[config.mk]
export PLATFORM = sky130hd
export DESIGN_NAME = k10_axil_master
export DESIGN_NICKNAME = d
export VERILOG_FILES = /design/src/rtl/k10_axil_master.sv
export SDC_FILE = /design/constraint.sdc
export NUM_CORES = 1
export LEC_CHECK = 0
export CORE_MARGIN = 1
export CORE_UTILIZATION = 41
export CTS_BUF_LIST = sky130_fd_sc_hd__clkbuf_8
export DETAILED_ROUTE_END_ITERATION = 10
export GPL_TIMING_DRIVEN = 1
export PLACE_DENSITY = 0.92
export SYNTH_ARGS = -nofsm -noshare
export SYNTH_HDL_FRONTEND = slang
export SYNTH_SLANG_ARGS = --single-unit
[constraint.sdc]
create_clock -name i_clk -period 1.9 [get_ports i_clk]
set_input_delay 0.38 -clock i_clk [delete_from_list [all_inputs] [get_ports i_clk]]
set_output_delay 0.38 -clock i_clk [all_outputs]
set_load 0.05 [all_outputs]
[src/rtl/k10_axil_master.sv]
`default_nettype none
// ============================================================================
// Module      : k10_axil_master
// Description : Single-outstanding AXI4-Lite master bridging a valid/ready
//               request/response port onto AXI4-Lite read/write channels.
// Revision    : 1.0 - initial release
// ============================================================================
module k10_axil_master #(
    parameter logic [2:0] AXI_PROT   = 3'b000,
    parameter int         WORD_ALIGN = 1
) (
    input  logic        i_clk,
    input  logic        i_rst_n,
    // request / response port
    input  logic        i_req_valid,
    output logic        o_req_ready,
    input  logic        i_req_we,
    input  logic [31:0] i_req_addr,
    input  logic [31:0] i_req_wdata,
    input  logic [3:0]  i_req_wstrb,
    output logic        o_rsp_valid,
    input  logic        i_rsp_ready,
    output logic [31:0] o_rsp_rdata,
    output logic        o_rsp_err,
    // write address channel
    output logic [31:0] m_axi_awaddr,
    output logic [2:0]  m_axi_awprot,
    output logic        m_axi_awvalid,
    input  logic        m_axi_awready,
    // write data channel
    output logic [31:0] m_axi_wdata,
    output logic [3:0]  m_axi_wstrb,
    output logic        m_axi_wvalid,
    input  logic        m_axi_wready,
    // write response channel
    input  logic [1:0]  m_axi_bresp,
    input  logic        m_axi_bvalid,
    output logic        m_axi_bready,
    // read address channel
    output logic [31:0] m_axi_araddr,
    output logic [2:0]  m_axi_arprot,
    output logic        m_axi_arvalid,
    input  logic        m_axi_arready,
    // read data channel
    input  logic [31:0] m_axi_rdata,
    input  logic [1:0]  m_axi_rresp,
    input  logic        m_axi_rvalid,
    output logic        m_axi_rready
);

    typedef enum logic [2:0] {
        IDLE         = 3'd0,
        WR_ADDR_DATA = 3'd1,
        WR_RESP      = 3'd2,
        RD_ADDR      = 3'd3,
        RD_DATA      = 3'd4,
        RSP          = 3'd5
    } state_t;

    state_t      state_q,     state_d;
    logic [31:0] addr_q,      addr_d;
    logic [31:0] wdata_q,     wdata_d;
    logic [3:0]  wstrb_q,     wstrb_d;
    logic        awvalid_q,   awvalid_d;
    logic        wvalid_q,    wvalid_d;
    logic        arvalid_q,   arvalid_d;
    logic        rsp_valid_q, rsp_valid_d;
    logic [31:0] rsp_rdata_q, rsp_rdata_d;
    logic        rsp_err_q,   rsp_err_d;

    logic [31:0] req_addr_aligned;

    assign req_addr_aligned = (WORD_ALIGN != 0) ? {i_req_addr[31:2], 2'b00} : i_req_addr;

    always_ff @(posedge i_clk or negedge i_rst_n) begin
        if (!i_rst_n) begin
            state_q     <= IDLE;
            addr_q      <= 32'h0;
            wdata_q     <= 32'h0;
            wstrb_q     <= 4'h0;
            awvalid_q   <= 1'b0;
            wvalid_q    <= 1'b0;
            arvalid_q   <= 1'b0;
            rsp_valid_q <= 1'b0;
            rsp_rdata_q <= 32'h0;
            rsp_err_q   <= 1'b0;
        end else begin
            state_q     <= state_d;
            addr_q      <= addr_d;
            wdata_q     <= wdata_d;
            wstrb_q     <= wstrb_d;
            awvalid_q   <= awvalid_d;
            wvalid_q    <= wvalid_d;
            arvalid_q   <= arvalid_d;
            rsp_valid_q <= rsp_valid_d;
            rsp_rdata_q <= rsp_rdata_d;
            rsp_err_q   <= rsp_err_d;
        end
    end

    always_comb begin
        state_d     = state_q;
        addr_d      = addr_q;
        wdata_d     = wdata_q;
        wstrb_d     = wstrb_q;
        awvalid_d   = awvalid_q;
        wvalid_d    = wvalid_q;
        arvalid_d   = arvalid_q;
        rsp_valid_d = rsp_valid_q;
        rsp_rdata_d = rsp_rdata_q;
        rsp_err_d   = rsp_err_q;

        case (state_q)
            IDLE: begin
                if (i_req_valid) begin
                    addr_d  = req_addr_aligned;
                    wdata_d = i_req_wdata;
                    wstrb_d = i_req_wstrb;
                    if (i_req_we) begin
                        awvalid_d = 1'b1;
                        wvalid_d  = 1'b1;
                        state_d   = WR_ADDR_DATA;
                    end else begin
                        arvalid_d = 1'b1;
                        state_d   = RD_ADDR;
                    end
                end
            end
            WR_ADDR_DATA: begin
                // AW and W retire independently; leave once neither is still pending
                if (awvalid_q && m_axi_awready) awvalid_d = 1'b0;
                if (wvalid_q && m_axi_wready)   wvalid_d  = 1'b0;
                if ((!awvalid_q || m_axi_awready) && (!wvalid_q || m_axi_wready)) begin
                    state_d = WR_RESP;
                end
            end
            WR_RESP: begin
                if (m_axi_bvalid) begin
                    rsp_err_d   = (m_axi_bresp != 2'b00);
                    rsp_rdata_d = 32'h0;
                    rsp_valid_d = 1'b1;
                    state_d     = RSP;
                end
            end
            RD_ADDR: begin
                if (m_axi_arready) begin
                    arvalid_d = 1'b0;
                    state_d   = RD_DATA;
                end
            end
            RD_DATA: begin
                if (m_axi_rvalid) begin
                    rsp_err_d   = (m_axi_rresp != 2'b00);
                    rsp_rdata_d = m_axi_rdata;
                    rsp_valid_d = 1'b1;
                    state_d     = RSP;
                end
            end
            RSP: begin
                if (i_rsp_ready) begin
                    rsp_valid_d = 1'b0;
                    state_d     = IDLE;
                end
            end
            default: begin
                state_d = IDLE;
            end
        endcase
    end

    // Ready is masked while reset is held so every ready output reads 0 in reset
    assign o_req_ready   = (state_q == IDLE) && i_rst_n;
    assign m_axi_bready  = (state_q == WR_RESP);
    assign m_axi_rready  = (state_q == RD_DATA);

    assign o_rsp_valid   = rsp_valid_q;
    assign o_rsp_rdata   = rsp_rdata_q;
    assign o_rsp_err     = rsp_err_q;

    assign m_axi_awaddr  = addr_q;
    assign m_axi_awprot  = AXI_PROT;
    assign m_axi_awvalid = awvalid_q;
    assign m_axi_wdata   = wdata_q;
    assign m_axi_wstrb   = wstrb_q;
    assign m_axi_wvalid  = wvalid_q;
    assign m_axi_araddr  = addr_q;
    assign m_axi_arprot  = AXI_PROT;
    assign m_axi_arvalid = arvalid_q;

endmodule
`default_nettype wire

==> metrics.md <==
| Metric | Value |
|---|---|
| Startpoint types | `flip-flop` |
| Initial Utilization | `0.423` |
| Post-DRT Antenna Nets | `0` |
| Crit. End Element | `primary output` |
| Initial antenna violation count | `0` |
| Core Area | `11500 sq um` |
| CP Cell Sequence | `buf_4, nor3b_4, buf_12` |
| Vias in the first global route | `3787` |
| Multi-input gate area | `1660 sq um` |
| Hold_buf cts | `0` |
| Largest net degree at the start of global routing | `107` |
| # setup viols final | `0` |
| Global-route wire length before repair | `19.8 mm` |
| Setup crit end | `m_axi_bready` |
| Wirelength per Cell | `16.0 um` |
| Post-Synth Adder-Cell Area | `0` |
| DRT Wirelength | `12.1 mm` |
| Layout cell share with drive strength beyond 1 | `0.266` |
| Register bit count reported by yosys | `106` |
| I/O pin count | `260` |
| R2r setup slk | `0.29 ns` |
| Origin of the critical flop-to-flop path | `state_q[2]` |
| Slowest CP cell | `dfrtp_1` |
| Status | `finished with violations` |
| Post-layout nets | `723` |
| Post-route DRC | `39` |
| Critical Path Max Stage Delay | `0.45 ns` |
| Area grow syn2layout | `49.5%` |
| Syn Inst Count | `382` |
| Failing checks | `design-rule violations` |
| Ys Warns | `0` |
| Via count | `3547` |
| Slew headroom | `0.627` |
| Max_cap viols | `0` |
| Worst-skew pair later-pin latency | `0.37 ns` |
| Die H | `111 um` |
| CP max FO | `9` |
| Root Driver | `clkbuf_8` |
| Most frequent cells in the layout | `clkdlybuf4s50_1, dfrtp_1, dlygate4sd2_1` |
| Commonest non-fill, non-tap cell in the layout | `clkdlybuf4s50_1` |
| Mean Syn Cell Area | `12.7 sq um` |
| DIE AREA | `12300 sq um` |
| Post-route cell area | `7280 sq um` |
| Fin crit period | `1.81 ns` |
| Max clock buf depth | `2` |
| Gr ovfl total | `0` |
| Synth Area in Simple Gates | `0.0617` |
| Crit. path cell count | `3` |
| Dpl hpwl | `9.24 mm` |
| ANT cells | `0` |
| Cell Area, Synth | `4870 sq um` |
| Fin crit share | `0.951` |
| Gr usage total | `0.205` |
| Vias/cell | `4.70` |
| FF-to-FF End | `o_rsp_rdata[8]` |
| Fillcell total | `930` |
| Worst min path class | `in -> async` |
| Worst Path Arrival | `1.43 ns` |
| CP Launch Point | `state_q[0]` |
| Unique masters post-synth | `38` |
| CTS tree | `built` |
| Clock sink total | `106` |
| Worst r2r path cells | `5` |
| Fmax | `553 MHz` |
| Least-Margin Pin Slew | `0.559 ns` |
| Fin Setup TNS | `0 ns` |
| Crit path required time | `1.52 ns` |
| Multiplexer share of the synthesized area | `0.243` |
| Final Wtd Congestion | `0.860` |
| Router iterations before antenna repair | `7` |
| CP Class | `reg -> out` |
| Area contributors post-synth | `dfrtp_1, mux2_2, mux2i_1` |
| Drt initial violations | `147` |
| Combinational family with the most area after synthesis | `multiplexers` |
| Placed cell area | `7170 sq um` |
| Total CTS buffers | `9` |
| H-tree levels | `3` |
| Port Buffer Count | `247` |
| Clock transition at path regs | `0.09 ns` |
| Top delay family on crit path | `flip-flops` |
| Seq/Total Area, Yosys | `0.545` |
| Register cell area after layout | `2660 sq um` |
| Post-synth top area share | `0.545` |
| Worst Skew | `0.0101 ns` |
| Pins Over Slew Limit | `0` |
| Dominant cell type by area after synthesis | `dfrtp_1` |
| Row count | `39` |
| Compound-Gate Fraction of Synth Area | `0.0242` |
| Final Hold Vio Count | `0` |
| Die width | `111 um` |
| XOR/XNOR Fraction of Synth Area | `0` |
| CP Buf/Inv Count | `2` |
| Unrepaired setup endpoints after global routing | `no` |
metal layers:
layer / global-route usage / up-vias / part of all wire
met1: 0.224 / 1732 / 0.38
met2: 0.382 / 138 / 0.55
li1: - / 1659 / -
met3: 0.0519 / 18 / 0.058
met5: 0 / - / 0
met4: 0.0740 / 0 / 0.017
metrics by stage:
| step | util | setup slack, ns | instances | hold slack, ns |
|---|---|---|---|---|
| after floorplan | - | 0.141 | 391 | 0.0844 |
| after global placement | 0.622 | 0.116 | 737 | 0.487 |
| after detailed placement | 0.622 | 0.0158 | 737 | 0.498 |
| after CTS | 0.630 | 0.0238 | 753 | 0.0916 |
| after global routing | 0.632 | 0.0119 | 755 | 0.116 |
| final | 0.632 | 0.0930 | 755 | 0.0842 |
worst min path at each step:
stage,to,cells past startpoint
after floorplan,m_axi_araddr[10],0
after global routing,m_axi_wvalid,2
after global placement,m_axi_wdata[13],1
after CTS,m_axi_wvalid,2
after detailed placement,m_axi_wdata[30],1
final,m_axi_wdata[5],2
flip-flops by register name, summed over array words and instances, names as in the netlist, 3 cells and up:
name,cells
m_axi_wdata,32
o_rsp_rdata,32
m_axi_araddr,30
m_axi_wstrb,4
state_q,3
Yosys cell counts (all sizes together):
cell type / instances
nor3b: 2
nand3b: 5
a22oi: 1
a22o: 2
nor3: 2
o311ai: 1
mux2: 67
or2: 1
mux2i: 36
a2111o: 1
buf: 58
o221ai: 1
nand3: 2
dfrtp: 106
and2: 2
nor2: 4
o21ai: 2
a21oi: 2
nand2: 36
nand2b: 2
a31o: 1
conb: 1
o211ai: 1
nor2b: 4
nor4b: 1
clkbuf: 2
a21o: 1
a221oi: 1
inv: 36
o21a: 1
layout make-up:
| class | count | share of cell area |
|---|---|---|
| clock buffers | 9 | 0.0170 |
| clock inverters | 5 | 0.00688 |
| inverters | 36 | 0.0186 |
| multi-input cells | 189 | 0.229 |
| flip-flops and latches | 106 | 0.365 |
| well taps | 143 | 0.0246 |
| repair buffers | 267 | 0.339 |
logic make-up (layout without fill, tap and decap cells):
kind of cell           count (synthesis)  in the layout
flip-flops                           106            106
multiplexers                         103            103
buffers and inverters                 96            317
AND/OR/NAND/NOR                       61             61
AO/OA/AOI/OAI                         15             15
other                                  1             10
what timing repair did:
item | CTS | global route
setup endpoints to repair | 84 | 2
setup buffers | 2 | 2
resized for setup | 84 | 1
pin swaps | 0 | 0
cloned | 0 | 0
Power is left out: the tool's default activity adds up to more than one toggle a clock period on the data nets, which glitch-free logic cannot reach.
